**config.mk**
```make
export PLATFORM = sky130hd
export DESIGN_NAME = clk_div_bank
export DESIGN_NICKNAME = d
export VERILOG_FILES = /design/src/rtl/clk_div_bank_pkg.sv /design/src/rtl/clk_div_ch.sv /design/src/rtl/clk_div_bank.sv
export SDC_FILE = /design/constraint.sdc
export NUM_CORES = 1
export LEC_CHECK = 0
export ABC_AREA = 1
export CORE_AREA = 2 2 178 180
export CTS_CLUSTER_SIZE = 40
export DETAILED_ROUTE_END_ITERATION = 12
export DIE_AREA = 0 0 180 182
export PLACE_DENSITY = 0.87
export SLEW_MARGIN = 20
export SYNTH_ARGS = -nofsm -noshare
export SYNTH_HDL_FRONTEND = slang
export SYNTH_HIERARCHICAL = 1
export SYNTH_SLANG_ARGS = --single-unit
```
**constraint.sdc**
```tcl
create_clock -name clk -period 1.94 [get_ports clk]
set_clock_uncertainty 0.05 [all_clocks]
set_input_delay 0.485 -clock clk [delete_from_list [all_inputs] [get_ports clk]]
set_output_delay 0.485 -clock clk [all_outputs]
set_load 0.1 [all_outputs]
```
**src/rtl/clk_div_bank_pkg.sv**
```systemverilog
// Shared definitions for the divider bank: lock FSM encoding, reset
// configuration defaults and the phase clamp helper.
package clk_div_bank_pkg;

    typedef enum logic [1:0] {
        LK_WAIT   = 2'd0,
        LK_LOCKED = 2'd1,
        LK_UPDATE = 2'd2
    } lock_state_e;

    localparam int DEF_RATIO_C = 8;
    localparam int DEF_DUTY_C  = 4;
    localparam int DEF_PHASE_C = 0;

    // A start offset at or beyond the period would never be reached, so it restarts at 0.
    function automatic logic [31:0] clamp_phase(input logic [31:0] phase, input logic [31:0] ratio);
        if (phase < ratio) begin
            return phase;
        end else begin
            return 32'd0;
        end
    endfunction

endpackage

```
**src/rtl/clk_div_ch.sv**
```systemverilog
// One divider channel: period counter, shadow configuration that is only
// adopted at a period boundary (or sync), and registered level/tick outputs.
module clk_div_ch
    import clk_div_bank_pkg::*;
#(
    parameter int CNT_W     = 10,
    parameter int DEF_RATIO = DEF_RATIO_C,
    parameter int DEF_DUTY  = DEF_DUTY_C,
    parameter int DEF_PHASE = DEF_PHASE_C
) (
    input  logic             clk,
    input  logic             rst_n,
    input  logic             sync_i,
    input  logic             wr_i,
    input  logic [CNT_W-1:0] cfg_ratio_i,
    input  logic [CNT_W-1:0] cfg_duty_i,
    input  logic [CNT_W-1:0] cfg_phase_i,
    output logic             pending_o,
    output logic             div_o,
    output logic             tick_o
);

    logic [CNT_W-1:0] ratio_q, duty_q, phase_q, ratio_d, duty_d, phase_d;
    logic [CNT_W-1:0] sh_ratio_q, sh_duty_q, sh_phase_q, sh_ratio_d, sh_duty_d, sh_phase_d;
    logic [CNT_W-1:0] cnt_q, cnt_d;
    logic             pend_q, pend_d;
    logic             div_q, div_d, tick_q, tick_d;
    logic             wrap_s, apply_s;

    // Next-state: counter step, boundary apply of the shadow, shadow capture and outputs.
    always_comb begin
        ratio_d    = ratio_q;
        duty_d     = duty_q;
        phase_d    = phase_q;
        sh_ratio_d = sh_ratio_q;
        sh_duty_d  = sh_duty_q;
        sh_phase_d = sh_phase_q;
        pend_d     = pend_q;
        wrap_s     = (ratio_q == CNT_W'(0)) || (cnt_q == (ratio_q - CNT_W'(1)));
        apply_s    = pend_q && (wrap_s || sync_i);
        cnt_d      = wrap_s ? CNT_W'(0) : (cnt_q + CNT_W'(1));

        if (apply_s) begin
            ratio_d = sh_ratio_q;
            duty_d  = sh_duty_q;
            phase_d = sh_phase_q;
            pend_d  = 1'b0;
            cnt_d   = CNT_W'(clamp_phase(32'(sh_phase_q), 32'(sh_ratio_q)));
        end else if (sync_i) begin
            cnt_d = CNT_W'(clamp_phase(32'(phase_q), 32'(ratio_q)));
        end else begin
            cnt_d = cnt_d;
        end

        // wr_i is only raised while pend_q is low, so it never collides with an apply.
        if (wr_i) begin
            sh_ratio_d = cfg_ratio_i;
            sh_duty_d  = cfg_duty_i;
            sh_phase_d = cfg_phase_i;
            pend_d     = 1'b1;
        end else begin
            pend_d = pend_d;
        end

        div_d  = (ratio_q != CNT_W'(0)) && (cnt_q < duty_q);
        tick_d = (ratio_q != CNT_W'(0)) && (cnt_q == CNT_W'(0));
    end

    // Channel state registers; reset drops any shadow in flight.
    always_ff @(posedge clk or negedge rst_n) begin
        if (!rst_n) begin
            ratio_q    <= CNT_W'(DEF_RATIO);
            duty_q     <= CNT_W'(DEF_DUTY);
            phase_q    <= CNT_W'(DEF_PHASE);
            sh_ratio_q <= CNT_W'(DEF_RATIO);
            sh_duty_q  <= CNT_W'(DEF_DUTY);
            sh_phase_q <= CNT_W'(DEF_PHASE);
            pend_q     <= 1'b0;
            cnt_q      <= CNT_W'(0);
            div_q      <= 1'b0;
            tick_q     <= 1'b0;
        end else begin
            ratio_q    <= ratio_d;
            duty_q     <= duty_d;
            phase_q    <= phase_d;
            sh_ratio_q <= sh_ratio_d;
            sh_duty_q  <= sh_duty_d;
            sh_phase_q <= sh_phase_d;
            pend_q     <= pend_d;
            cnt_q      <= cnt_d;
            div_q      <= div_d;
            tick_q     <= tick_d;
        end
    end

    assign pending_o = pend_q;
    assign div_o     = div_q;
    assign tick_o    = tick_q;

endmodule

```
**src/rtl/clk_div_bank.sv**
```systemverilog
// Bank of programmable clock dividers with a shared configuration port,
// global sync realignment and a lock indicator.
module clk_div_bank
    import clk_div_bank_pkg::*;
#(
    parameter int NUM_CH    = 4,
    parameter int CNT_W     = 10,
    parameter int DEF_RATIO = DEF_RATIO_C,
    parameter int DEF_DUTY  = DEF_DUTY_C,
    parameter int DEF_PHASE = DEF_PHASE_C,
    parameter int LOCK_DLY  = 16,
    localparam int CH_W     = (NUM_CH > 1) ? $clog2(NUM_CH) : 1
) (
    input  logic              clk,
    input  logic              rst_n,
    input  logic              sync_i,
    input  logic              cfg_valid,
    output logic              cfg_ready,
    input  logic [CH_W-1:0]   cfg_ch,
    input  logic [CNT_W-1:0]  cfg_ratio,
    input  logic [CNT_W-1:0]  cfg_duty,
    input  logic [CNT_W-1:0]  cfg_phase,
    output logic [NUM_CH-1:0] div_o,
    output logic [NUM_CH-1:0] tick_o,
    output logic              lock_o
);

    localparam int LCNT_W = (LOCK_DLY > 1) ? $clog2(LOCK_DLY) : 1;

    logic [NUM_CH-1:0] sel_s, wr_s, pend_s;
    lock_state_e       state_q, state_d;
    logic [LCNT_W-1:0] lcnt_q, lcnt_d;
    logic              lock_q, lock_d, lcnt_done_s;

    genvar i;
    generate
        for (i = 0; i < NUM_CH; i++) begin : g_ch
            assign sel_s[i] = (cfg_ch == CH_W'(i));
            assign wr_s[i]  = cfg_valid && sel_s[i] && !pend_s[i];

            clk_div_ch #(
                .CNT_W     (CNT_W),
                .DEF_RATIO (DEF_RATIO),
                .DEF_DUTY  (DEF_DUTY),
                .DEF_PHASE (DEF_PHASE)
            ) u_ch (
                .clk         (clk),
                .rst_n       (rst_n),
                .sync_i      (sync_i),
                .wr_i        (wr_s[i]),
                .cfg_ratio_i (cfg_ratio),
                .cfg_duty_i  (cfg_duty),
                .cfg_phase_i (cfg_phase),
                .pending_o   (pend_s[i]),
                .div_o       (div_o[i]),
                .tick_o      (tick_o[i])
            );
        end
    endgenerate

    // A channel index with no matching select reads as ready and is dropped.
    assign cfg_ready   = ~|(sel_s & pend_s);
    assign lcnt_done_s = (int'(lcnt_q) >= (LOCK_DLY - 1));

    // Lock FSM next state: settle delay, then track outstanding updates.
    always_comb begin
        state_d = state_q;
        lcnt_d  = lcnt_q;
        if (sync_i) begin
            state_d = LK_WAIT;
            lcnt_d  = LCNT_W'(0);
        end else begin
            case (state_q)
                LK_WAIT: begin
                    if (lcnt_done_s) begin
                        state_d = LK_LOCKED;
                        lcnt_d  = LCNT_W'(0);
                    end else begin
                        lcnt_d = lcnt_q + LCNT_W'(1);
                    end
                end
                LK_LOCKED: begin
                    if (|pend_s) begin
                        state_d = LK_UPDATE;
                    end else begin
                        state_d = LK_LOCKED;
                    end
                end
                LK_UPDATE: begin
                    if (~|pend_s) begin
                        state_d = LK_LOCKED;
                    end else begin
                        state_d = LK_UPDATE;
                    end
                end
                default: begin
                    state_d = LK_WAIT;
                    lcnt_d  = LCNT_W'(0);
                end
            endcase
        end
        lock_d = (state_d == LK_LOCKED);
    end

    // Lock FSM registers; lock_o is registered alongside the state.
    always_ff @(posedge clk or negedge rst_n) begin
        if (!rst_n) begin
            state_q <= LK_WAIT;
            lcnt_q  <= LCNT_W'(0);
            lock_q  <= 1'b0;
        end else begin
            state_q <= state_d;
            lcnt_q  <= lcnt_d;
            lock_q  <= lock_d;
        end
    end

    assign lock_o = lock_q;

endmodule

```
After elaboration in Yosys (flattened, before gate mapping):

Cells that the tools add are included.
W data, S select, Z words.

* add/subtract/negate cells: 9
* order comparisons: 13
* equality and inequality tests: 11
* muxes and demuxes: 35
* bitwise operators: 1
* reduce and logical (&&, ||, !) cells: 54

Operator list (count)
* $mux W10: 20
* $lt A10 B10 Y1: 12
* $logic_not A10 Y1: 8
* $add A10 B1 Y10 const B: 4
* $eq A10 B10 Y1: 4
* $reduce_bool A10 Y1: 4
* $sub A10 B1 Y10 const B: 4
* $logic_and A1 B1 Y1: 20
* $logic_or A1 B1 Y1: 8
* $mux W1: 8
* $mux W4: 2
* $pmux W4 S2: 1
* $reduce_bool A2 Y1: 4
* $reduce_or A4 Y1: 2
* $eq A2 B1 Y1 const B: 3
* $eq A2 B2 Y1 const B: 3
* $mux W2: 3
* $logic_not A1 Y1: 5
* $add A4 B1 Y4 const B: 1
* $and A4 B4 Y4: 1
* $ge A4 B4 Y1 const B: 1
* $logic_not A2 Y1: 2
* $pmux W2 S2: 1
* $ne A2 B1 Y1 const B: 1
* $reduce_or A2 Y1: 1

* register bits: 299
* bits of input ports: 36
* output and inout port bits: 10
* word-level logic and storage cells: 166

Logic depth before layout (Yosys ltp):

* depth after elaboration: 7
* depth in mapped cells: 15
* mapped depth without buffers: 14

Hierarchy:

Netlist, hierarchy kept.

Modules (own cells, without submodules)
* clk_div_ch: times used 4, cells an instance 522, area an instance 4235.3 um^2, sequential area each 1831.8 um^2
* clk_div_bank: times used 1, cells an instance 66, area an instance 496.7 um^2, sequential area each 175.2 um^2

Least setup slack after synthesis:

OpenSTA, ideal clock, no wires.

* kind: input port to output port
* start: input port cfg_ch[1]
* end: output port cfg_ready
* data arrival time: 2118 ps
* data required time: 1405 ps
* slack: -713 ps
* stages: 4
* buffers on the path: 0
* cell sequence: inv_2 nand3_1 nand3_1 a21oi_1

* cells in the longest elaborated chain, start to end: 4
* elaborated cells between the ends (all ways): 7
* those cells by class: eq/ne (3); bitwise (1); reduce/logical (3)

Ends and longest elaborated chain
* start, declared: line clk_div_bank.sv:19 `input logic [CH_W-1:0] cfg_ch,`
* $eq A2 B1 Y1, or another cell as far along: line clk_div_bank.sv:38 `assign sel_s[i] = (cfg_ch == CH_W'(i));`
* $and A4 B4 Y4 (*): line clk_div_bank.sv:62 `assign cfg_ready = ~|(sel_s & pend_s);`
* $reduce_or A4 Y1 (*): line clk_div_bank.sv:62
* $logic_not A1 Y1 (*): line clk_div_bank.sv:62
* end, declared: line clk_div_bank.sv:18 `output logic cfg_ready,`

Mark *: on every way between the ends. The rest lies on a longest branch, timed or not.

Worst setup path in the final report:

* start: register g_ch[0].u_ch.ratio_q[1]
* end: register g_ch[0].u_ch.phase_q[7]

* cells in the longest elaborated chain, start to end: 5
* elaborated cells between the ends (all ways): 6
* those cells by class: add/sub (1); eq/ne (1); reduce/logical (4)

Ends and longest elaborated chain
* start, declared: line clk_div_ch.sv:23 `logic [CNT_W-1:0] ratio_q, duty_q, phase_q, ratio_d, duty_d, phase_d;`
* start signal, assigned: line clk_div_ch.sv:72 `ratio_q <= CNT_W'(DEF_RATIO);`
* start signal, assigned: line clk_div_ch.sv:83 `ratio_q <= ratio_d;`
* $sub A10 B1 Y10: line clk_div_ch.sv:39 `wrap_s = (ratio_q == CNT_W'(0)) || (cnt_q == (ratio_q - CNT_W'(1)));`
* $eq A10 B10 Y1: line clk_div_ch.sv:39
* $logic_or A1 B1 Y1 (*): line clk_div_ch.sv:39
* $logic_or A1 B1 Y1 (*): line clk_div_ch.sv:40 `apply_s = pend_q && (wrap_s || sync_i);`
* $logic_and A1 B1 Y1 (*): line clk_div_ch.sv:40
* end signal, assigned: line clk_div_ch.sv:74 `phase_q <= CNT_W'(DEF_PHASE);`
* end signal, assigned: line clk_div_ch.sv:85 `phase_q <= phase_d;`
* end, declared: line clk_div_ch.sv:23

Marks and branches as above.
A chain may end at the register's enable or synchronous reset.

==> summary.txt <==
Pwr
  – Sequential power share: between 20 and 30%
  – Cell Pwr Density: approximately 1600 nW/um^2
  – Gate power share: ~54%
  – Pint: around 20 mW
  – Switch share: between 40% and 50%
  – Worst ir drop on vdd: between 0.9 and 1 mV
  – NetSw: roughly 17 mW
  – Clock power frac: 17.1%
  – Leakage power: roughly 11 nW
  – Pwr Total: around 37 mW

Layout
  – Final design area excluding fillers: between 20000 and 25000 um^2
  – Area grow syn2layout: 34.2%
  – ANT cells: 0
  – Layout cells sized above 1: around a third
  – Final nets: around 2500
  – Final Non-Filler Cells: 2806
  – Commonest cells after routing, fill and taps aside: 361 x nand2_1, 267 x dfrtp_1, 251 x inv_1
  – Final Core Density: around three quarters
  – Most common cell after layout, fill and taps aside: nand2_1

Clock tree
  – Cts bufs inserted: 30
  – H-tree levels: 1
  – Number of clock sinks: approximately 300
  – TritonCTS clock tree: built
  – Max Root-Sink Buffers: 3
  – Clk slew on worst S/H paths: about 90 ps
  – CTS root buffer: clkbuf_16
  – Clock latency on the worst-skew pair: 600 ps

Yosys
  – Mux cell area share after synthesis: 0%
  – FFs w/ async S/R, synth: 100%
  – Post-synth cell types: 33
  – Register area share after synthesis: 43.0%
  – Synth Register Bits: between 200 and 300
  – Syn Inst Count: between 2000 and 2500
  – Total number of yosys warnings: 6
  – Syn avg cell area: 8.10 um^2
  – Simple-Gate Fraction of Synth Area: a little under a quarter
  – Synth Area in XOR/XNOR: under 10%
  – Yosys top cell area share: around two fifths
  – Largest cells by area after synthesis: dfrtp_1 41%, nand2_1 11%, ha_1 8.8%
  – Area leader, netlist: dfrtp_1
  – Post-synthesis adder-cell area fraction: 8.83%
  – Synth Area in Compound Gates: 13.7%
  – Mapped Area: 17400 um^2
  – Post-synth EDFFs: 0
  – Syn_nets: 2313
  – Main flop type after synthesis: dfrtp_1
  – Largest family of logic cells by synthesized area: simple AND/OR/NAND/NOR gates

GRT
  – Initial antenna violation count: 1
  – Total track usage: 35.0%
  – First-pass GRT wire length: about 92 mm
  – Largest net degree at the start of global routing: 81
  – Vias in the first global route: 17400
  – GRT overflow: 0

Run status
  – Failing checks: setup timing
  – Status: finished with violations

Placed design
  – Port bufs: 45
  – Cell total after placement: about 2700
  – Area after DPL: 19400 um^2
  – Routability congestion estimate: 0.942
  – Dpl hpwl: ~35 mm

Detailed routing
  – Vias per cell: 6.48
  – Total Routed Length: between 60 and 70 mm
  – DRT iter0 DRCs: around 2400
  – Antenna Violating Nets Remaining: 0
  – Vias: about 18000
  – WL per Instance: 23.8 um
  – Detailed Routing Iterations Pass 1: 7
  – DRC: 0

STA
  – Setup ws final: -489 ps
  – Final slew viol count: 0
  – Final period util: 125%
  – Hold_ws: between 200 and 300 ps
  – RSZ-0062 raised after global routing: yes
  – Final-report hold violation count: 0
  – Minimum clock period: ~2400 ps
  – # setup viols final: 167
  – Slew of the pin with the lowest slew margin: 621 ps
  – Slew headroom: roughly three fifths
  – Max Freq: roughly 0.41 GHz

Hold path
  – Hold/Removal Path Class: input pin to async pin

Run
  – Max Cap Viol: 0

Floorplan
  – IO Pins: 46
  – Core area: between 30000 and 40000 um^2
  – # rows: 65
  – Die Height: 182 um
  – Die Area: 32800 um^2
  – Initial Util: a little under three fifths
  – Die width: approximately 180 um

Worst setup path
  – Crit start category: register
  – Worst-path fanout max: 7
  – Critical path capture point type: register
  – Kind of critical path: register to register
  – Critical Path RT: between 2000 and 2500 ps
  – CP arrival: about 2900 ps
## power groups by stage
stage	registers [mW]	logic, mW	clock network, mW
2_1_floorplan	10.2	8.92	0
3_3_place_gp	10.1	13.2	0
3_5_place_dp	10.2	13.9	0
4_1_cts	10.4	16.1	6.20
6_report	10.8	19.8	6.31
5_1_grt	10.9	21.0	6.57
## metrics by stage
step	worst slack (ps)	setup TNS [ps]
final	-489	-50650
after global routing	-457	-57190
after CTS	-189	-18070
after detailed placement	-332	-45540
after global placement	-284	-35480
after floorplan	67.9	0
## Yosys cell counts (5+ instances only)
cell type / n
a21oi_1: 54
o211ai_1: 12
ha_1: 123
nand2_1: 516
clkbuf_1: 44
nor2_2: 6
dfstp_2: 16
inv_1: 264
xnor2_1: 12
dfrtp_1: 283
xor2_1: 21
nand2_2: 5
o2111ai_1: 8
nor2_1: 163
nand4_1: 36
o21a_1: 8
o21ai_0: 145
or2_2: 28
a21boi_0: 9
inv_2: 29
o21ai_1: 5
buf_6: 24
nor3_1: 12
o21ai_2: 120
nand3_1: 188
## sequential cells by signal, summed over array words and instances, names as in the netlist
signal / count
g_ch.u_ch/cnt_q: 40
g_ch.u_ch/tick_o: 4
g_ch.u_ch/ratio_q: 40
g_ch.u_ch/pending_o: 4
lock_o: 1
state_q: 2
g_ch.u_ch/div_o: 4
g_ch.u_ch/phase_q: 40
g_ch.u_ch/sh_ratio_q: 40
g_ch.u_ch/duty_q: 40
lcnt_q: 4
g_ch.u_ch/sh_duty_q: 40
g_ch.u_ch/sh_phase_q: 40
## worst paths after layout
| check | start | cells past startpoint | slack [ps] | end |
|---|---|---|---|---|
| max | g_ch[0].u_ch/ratio_q[1]$_DFFE_PN0P_ | 14 | -490 | g_ch[0].u_ch/phase_q[7]$_DFFE_PN0P_ |
| min | rst_n | 2 | 270 | g_ch[2].u_ch/cnt_q[3]$_DFF_PN0_ |
| max reg2reg | g_ch[0].u_ch/ratio_q[1]$_DFFE_PN0P_ | 14 | -490 | g_ch[0].u_ch/phase_q[7]$_DFFE_PN0P_ |
| min reg2reg | g_ch[1].u_ch/duty_q[2]$_DFFE_PN1P_ | 2 | 430 | g_ch[1].u_ch/duty_q[2]$_DFFE_PN1P_ |
| max in group asynchronous | rst_n | 3 | 760 | g_ch[2].u_ch/ratio_q[9]$_DFFE_PN0P_ |
| min in group clk | g_ch[1].u_ch/duty_q[2]$_DFFE_PN1P_ | 2 | 430 | g_ch[1].u_ch/duty_q[2]$_DFFE_PN1P_ |
## per-layer routing
layer / wire length, um / up-vias / track usage [%]
li1: - / 7452 / -
met1: 21600 / 8496 / 41.4
met2: 30900 / 1624 / 60.2
met3: 8090 / 615 / 6.70
met4: 6300 / 2 / 19.3
met5: 11 / - / 0
## timing repair
action	4_1_cts	5_1_grt
hold endpoints to repair	32	0
hold buffers	1	0
endpoints found under the setup margin	163	165
pin swaps	49	77
resized for setup	310	226
buffers inserted	28	28
cloned	22	10
## logic make-up (layout without fill, tap and decap cells)
kind of cell	count (synthesis)	in the layout
AND/OR/NAND/NOR	969	971
AO/OA/AOI/OAI	365	365
buffers and inverters	365	613
flip-flops	299	299
adder cells (fa/ha/maj)	123	123
XOR/XNOR	33	33
## critical path: stages, from the launching register on
cell     delay, ps
dfrtp_1        420
inv_2           80
ha_4           290
inv_2           40
nand2_2         60
nand2_2         60
nor2_1         200
nand4_1        120
nor2_1         170
nand3_2        150
nand2_4        120
nand2_8        110
buf_12         160
buf_16         140
o21ai_4        200
## area by class of cell
type                            count  area (um^2)
Clock buffer                       44          893
Clock inverter                     12          155
Fill cell                        1671         7580
Inverter                          293         1100
Multi-Input combinational cell   1492        10100
Sequential cell                   299         7520
Tap cell                          402          503
Timing Repair Buffer              264         3100
Power figures use the tool's default switching activity.
